`src/rtl/bus_ctrl_pkg.sv`:
```
// Shared types for the bus transfer sequencer: FSM states, the queued request record
// and a one-hot index decoder sized for the largest supported register file.
package bus_ctrl_pkg;
    localparam int MAX_REGS  = 16;
    localparam int MAX_IDX_W = 4;

    typedef enum logic [1:0] {
        IDLE,
        DRIVE,
        LATCH,
        RELEASE
    } state_t;

    // Fields are sized for MAX_REGS; instances zero-extend their narrower indices.
    typedef struct packed {
        logic [MAX_IDX_W-1:0] src;
        logic [MAX_IDX_W-1:0] dst;
    } req_t;

    function automatic logic [MAX_REGS-1:0] onehot(input logic [MAX_IDX_W-1:0] idx);
        onehot      = '0;
        onehot[idx] = 1'b1;
    endfunction
endpackage

```
`src/rtl/transfer_queue.sv`:
```
// Synchronous FIFO holding pending transfer requests; no bypass, so a push becomes
// visible at the head one edge later. Full and empty are registered flags.
module transfer_queue #(
    parameter int DEPTH = 2,
    parameter int W     = 8
) (
    input  logic         clk,
    input  logic         rst,
    input  logic         push,
    input  logic [W-1:0] push_data,
    input  logic         pop,
    output logic         full,
    output logic         empty,
    output logic [W-1:0] head
);
    localparam int PTR_W = $clog2(DEPTH);
    localparam logic [PTR_W:0] FULL_CNT = DEPTH[PTR_W:0];

    logic [W-1:0]     mem [DEPTH];
    logic [PTR_W-1:0] wr_ptr, rd_ptr;
    logic [PTR_W:0]   count, count_nxt;
    logic             do_push, do_pop;

    assign do_push = push && !full;
    assign do_pop  = pop && !empty;
    assign head    = mem[rd_ptr];

    always_comb begin
        count_nxt = count;
        if (do_push && !do_pop) begin
            count_nxt = count + 1'b1;
        end else if (!do_push && do_pop) begin
            count_nxt = count - 1'b1;
        end
    end

    always_ff @(posedge clk or posedge rst) begin
        if (rst) begin
            wr_ptr <= '0;
            rd_ptr <= '0;
            count  <= '0;
            full   <= 1'b0;
            empty  <= 1'b1;
        end else begin
            if (do_push) wr_ptr <= wr_ptr + 1'b1;
            if (do_pop)  rd_ptr <= rd_ptr + 1'b1;
            count <= count_nxt;
            full  <= (count_nxt == FULL_CNT);
            empty <= (count_nxt == '0);
        end
    end

    always_ff @(posedge clk) begin
        if (do_push) mem[wr_ptr] <= push_data;
    end
endmodule

```
`src/rtl/bus_transfer_controller.sv`:
```
// Sequences register-to-register moves over the shared data bus with break-before-make
// oe/latch strobes, so at most one register ever drives the bus.
//
//   state   | meaning
//   IDLE    | no transfer; strobes low; pop head when queue non-empty
//   DRIVE   | oe[src] high, bus settling
//   LATCH   | oe[src] and latch[dst] high; destination captures at the closing edge
//   RELEASE | strobes low, done pulse; bus turnaround before the next DRIVE
module bus_transfer_controller
    import bus_ctrl_pkg::*;
#(
    parameter  int NUM_REGS    = 4,
    parameter  int QUEUE_DEPTH = 2,
    localparam int IDX_W       = $clog2(NUM_REGS)
) (
    input  logic                clk,
    input  logic                rst,
    input  logic                req_valid,
    output logic                req_ready,
    input  logic [IDX_W-1:0]    req_src,
    input  logic [IDX_W-1:0]    req_dst,
    output logic [NUM_REGS-1:0] oe,
    output logic [NUM_REGS-1:0] latch,
    output logic                busy,
    output logic                done,
    output logic                err
);
    state_t               state, state_nxt;
    logic [IDX_W-1:0]     src_q, dst_q, src_nxt, dst_nxt;
    logic                 q_full, q_empty, q_pop, q_push;
    logic                 accept, legal;
    req_t                 push_req, head_req;
    logic [$bits(req_t)-1:0] q_head;
    logic [MAX_IDX_W-1:0] src_ext, dst_ext;
    logic [MAX_REGS-1:0]  oe_dec_full, latch_dec_full;
    logic [2*MAX_REGS+$bits(req_t)-1:0] unused_bits;

    assign accept = req_valid && req_ready;
    assign legal  = (req_src != req_dst) && (int'(req_src) < NUM_REGS)
                 && (int'(req_dst) < NUM_REGS);
    assign q_push = accept && legal;
    assign req_ready = !q_full;
    assign busy   = (state != IDLE) || !q_empty;
    assign head_req = req_t'(q_head);

    always_comb begin
        push_req = '0;
        push_req.src[IDX_W-1:0] = req_src;
        push_req.dst[IDX_W-1:0] = req_dst;
    end

    transfer_queue #(
        .DEPTH (QUEUE_DEPTH),
        .W     ($bits(req_t))
    ) u_queue (
        .clk       (clk),
        .rst       (rst),
        .push      (q_push),
        .push_data (push_req),
        .pop       (q_pop),
        .full      (q_full),
        .empty     (q_empty),
        .head      (q_head)
    );

    always_comb begin
        state_nxt = state;
        src_nxt   = src_q;
        dst_nxt   = dst_q;
        q_pop     = 1'b0;
        case (state)
            IDLE, RELEASE: begin
                if (!q_empty) begin
                    q_pop     = 1'b1;
                    src_nxt   = head_req.src[IDX_W-1:0];
                    dst_nxt   = head_req.dst[IDX_W-1:0];
                    state_nxt = DRIVE;
                end else begin
                    state_nxt = IDLE;
                end
            end
            DRIVE:   state_nxt = LATCH;
            LATCH:   state_nxt = RELEASE;
            default: state_nxt = IDLE;
        endcase
    end

    // Strobes are decoded from the next state so they leave flops aligned with it.
    always_comb begin
        src_ext = '0;
        dst_ext = '0;
        src_ext[IDX_W-1:0] = src_nxt;
        dst_ext[IDX_W-1:0] = dst_nxt;
        oe_dec_full    = onehot(src_ext);
        latch_dec_full = onehot(dst_ext);
    end

    assign unused_bits = {oe_dec_full, latch_dec_full, head_req};

    always_ff @(posedge clk or posedge rst) begin
        if (rst) begin
            state <= IDLE;
            src_q <= '0;
            dst_q <= '0;
            oe    <= '0;
            latch <= '0;
            done  <= 1'b0;
            err   <= 1'b0;
        end else begin
            state <= state_nxt;
            src_q <= src_nxt;
            dst_q <= dst_nxt;
            oe    <= (state_nxt == DRIVE || state_nxt == LATCH)
                     ? oe_dec_full[NUM_REGS-1:0] : '0;
            latch <= (state_nxt == LATCH) ? latch_dec_full[NUM_REGS-1:0] : '0;
            done  <= (state_nxt == RELEASE);
            err   <= accept && !legal;
        end
    end
endmodule

```
`config.mk`:
```
export PLATFORM = sky130hd
export DESIGN_NAME = bus_transfer_controller
export DESIGN_NICKNAME = d
export VERILOG_FILES = /design/src/rtl/bus_ctrl_pkg.sv /design/src/rtl/transfer_queue.sv /design/src/rtl/bus_transfer_controller.sv
export SDC_FILE = /design/constraint.sdc
export NUM_CORES = 1
export LEC_CHECK = 0
export ABC_AREA = 1
export CELL_PAD_IN_SITES_DETAIL_PLACEMENT = 1
export CELL_PAD_IN_SITES_GLOBAL_PLACEMENT = 2
export CORE_MARGIN = 4
export CORE_UTILIZATION = 30
export CTS_CLUSTER_DIAMETER = 40
export DETAILED_ROUTE_END_ITERATION = 10
export PLACE_DENSITY_LB_ADDON = 0.1
export SYNTH_ARGS = -nofsm -noshare
export SYNTH_HDL_FRONTEND = slang
export SYNTH_HIERARCHICAL = 1
export SYNTH_SLANG_ARGS = --single-unit
```
`constraint.sdc`:
```
create_clock -name clk -period 2.1 [get_ports clk]
set_input_delay 0.525 -clock clk [delete_from_list [all_inputs] [get_ports clk]]
set_output_delay 0.525 -clock clk [all_outputs]
set_load 0.05 [all_outputs]
```
==> results of run 1 <==
[path summary, 6_finish.rpt]
kind                       startpoint               end
setup reg to reg             state[0]      u_queue/full
hold reg to reg              dst_q[1]          dst_q[1]
min in group clk             dst_q[1]          dst_q[1]
hold / removal                    rst  u_queue/count[1]
max in group asynchronous         rst               err
setup / recovery             latch[2]          latch[2]
[state kept, by name, indices dropped and copies added (netlist names), 2 cells and up]
register / cells
u_queue/mem: 8
u_queue/count: 2
src_q: 2
dst_q: 2
state: 2
latch: 4
oe: 4
[stage by stage]
| stage | hold WS, ns | utilization | setup WS [ns] | std cells | instance area, sq um |
|---|---|---|---|---|---|
| after floorplan | 0.315 | - | 0.421 | 137 | 1300 |
| after global placement | 0.494 | 0.381 | 0.0400 | 208 | 1560 |
| after detailed placement | 0.508 | 0.381 | -0.0332 | 208 | 1560 |
| after CTS | 0.490 | 0.401 | 0.151 | 216 | 1640 |
| after global routing | 0.512 | 0.401 | 0.0692 | 216 | 1640 |
| final | 0.497 | 0.401 | 0.178 | 216 | 1640 |
[per-layer routing]
layer	track usage	vias up	wire length, microns
li1	-	474	-
met1	0.117	433	997
met2	0.173	20	1170
met3	0.0506	4	135
met4	0.0483	0	38
met5	0	-	0
[placed cells by master, fill, tap and decap left out]
master and n:
inv_1 22, nor2_2 1, xnor2_1 1, edfxtp_1 8, nor2_4 1, nand3_2 1
a21oi_1 2, nand3_1 7, buf_4 6, nand2_4 1, nand2_2 3, clkbuf_8 5
clkdlybuf4s50_1 16, dfstp_2 1, o21ai_2 2, xor2_1 2, inv_2 2, nor2_1 13
o21ai_0 5, clkinv_1 4, dfrtp_1 21, ha_1 3, nand2_1 39
[area by class of cell]
| cell class | instances | area (sq um) | share of cell area |
|---|---|---|---|
| Clock buffer | 5 | 68.8 | 0.0420 |
| Clock inverter | 3 | 11.3 | 0.00688 |
| Inverter | 25 | 93.8 | 0.0573 |
| Multi-Input combinational cell | 81 | 404 | 0.247 |
| Sequential cell | 30 | 792 | 0.484 |
| Tap cell | 50 | 62.6 | 0.0382 |
| Timing Repair Buffer | 22 | 205 | 0.125 |
[power groups by stage]
stage,registers [mW],clock network (mW),logic [mW]
2_1_floorplan,1.14,0,0.885
3_5_place_dp,0.953,0,1.47
3_3_place_gp,0.945,0,1.44
5_1_grt,0.966,0.463,1.65
4_1_cts,0.942,0.433,1.47
6_report,0.936,0.418,1.44
==> metrics.yaml, run 1 <==
status: "finished, final reports clean"
clock_latency_ns: 0.27
nets: 175
power_leakage_nw: 0.805
drv_slew: 0
ff2ff_path_depth: 10
rows: 23
maxCapViolCount: 0
drive_gt1_frac: 0.139
synthCells: 137
yosys_warnings: 6
wire_per_inst_microns: 10.9
die_h_microns: 73.8
cts_buffers: 5
critical_path_arrival_ns: 1.40
power_frac_seq: 0.335
min_period_over_period: 0.915
cpMaxStageDelayCell: "clkdlybuf4s50_1"
drc_errors: 0
combPwrFrac: 0.515
slowest_delay_ns: 0.80
worstSetupEndpointType: "primary output"
clock_sinks: 30
crit_type: "reg2out"
fin_tns_setup_ns: 0
grt_pass1_vias: 983
switchingPower_mw: 1.28
vdd_ir_drop_max_mv: 0.572
routed_wl_microns: 2340
power.share.clock: 0.150
synthesis.nets: 147
path_depth: 1
cp_cell_sequence: "clkdlybuf4s50_1"
p_int_mw: 1.51
routabilityCongestion: 0.724
port_buffers: 18
synth_area_per_cell_sq_um: 9.47
min_period_ns: 1.92
nFillCells: 478
avgViaCountPerCell: 4.31
post_cts_resized: 0
num_io_pins: 19
syn_area_sq_um: 1300
clock-skew-final_ns: 0.00403
cp_num_buf_inv: 1
relSlewSlack: 0.593
vias: 931
critPathMaxFanout: 1
hp-class: "in2async"
path_clk_slew_ns: 0.06
swShare: 0.459
grt_pass1_wl_microns: 4270
gr-total-overflow: 0
track_usage: 0.107
ant_nets: 0
post_cts_buffers: 0
path_delay_family: "buffers and inverters"
postCtsHoldBufs: 0
p_per_area_nw_per_um2: 1700
fmax_mhz: 520
setup_viol: 0
drtIter0Drc: 32
core_area_sq_um: 4090
die_x_microns: 73.8
antenna_found_initial: 0
post-dp-hpwl_microns: 1920
clock_path_buffers: 2
antenna_cells: 0
grt_setup_unrepaired: "false"
required_ns: 1.57
first_pass_iters: 2
hold_viol: 0
worstMarginPinSlew_ns: 0.610
tritoncts: "yes"
area_growth_pct: 26.2
crit_path_start_kind: "flip-flop"
p_total_mw: 2.79
grt_max_degree: 17
start_util: 0.318
die_area_sq_um: 5440
cts_root_buffer: "clkbuf_8"
htree_levels: 2
r2r_setup_slack_ns: 0.34
No activity file was read; power rests on OpenSTA's default activity.
==> run 2: changes to the inputs <==
--- a/config.mk
+++ b/config.mk
@@ -12,6 +12,7 @@
 export CORE_UTILIZATION = 30
 export CTS_CLUSTER_DIAMETER = 40
 export DETAILED_ROUTE_END_ITERATION = 10
+export HOLD_SLACK_MARGIN = 0.1
 export PLACE_DENSITY_LB_ADDON = 0.1
 export SYNTH_ARGS = -nofsm -noshare
 export SYNTH_HDL_FRONTEND = slang
==> results of run 2 <==
No change in the layout: final DEF, timing and power equal those of run 1.
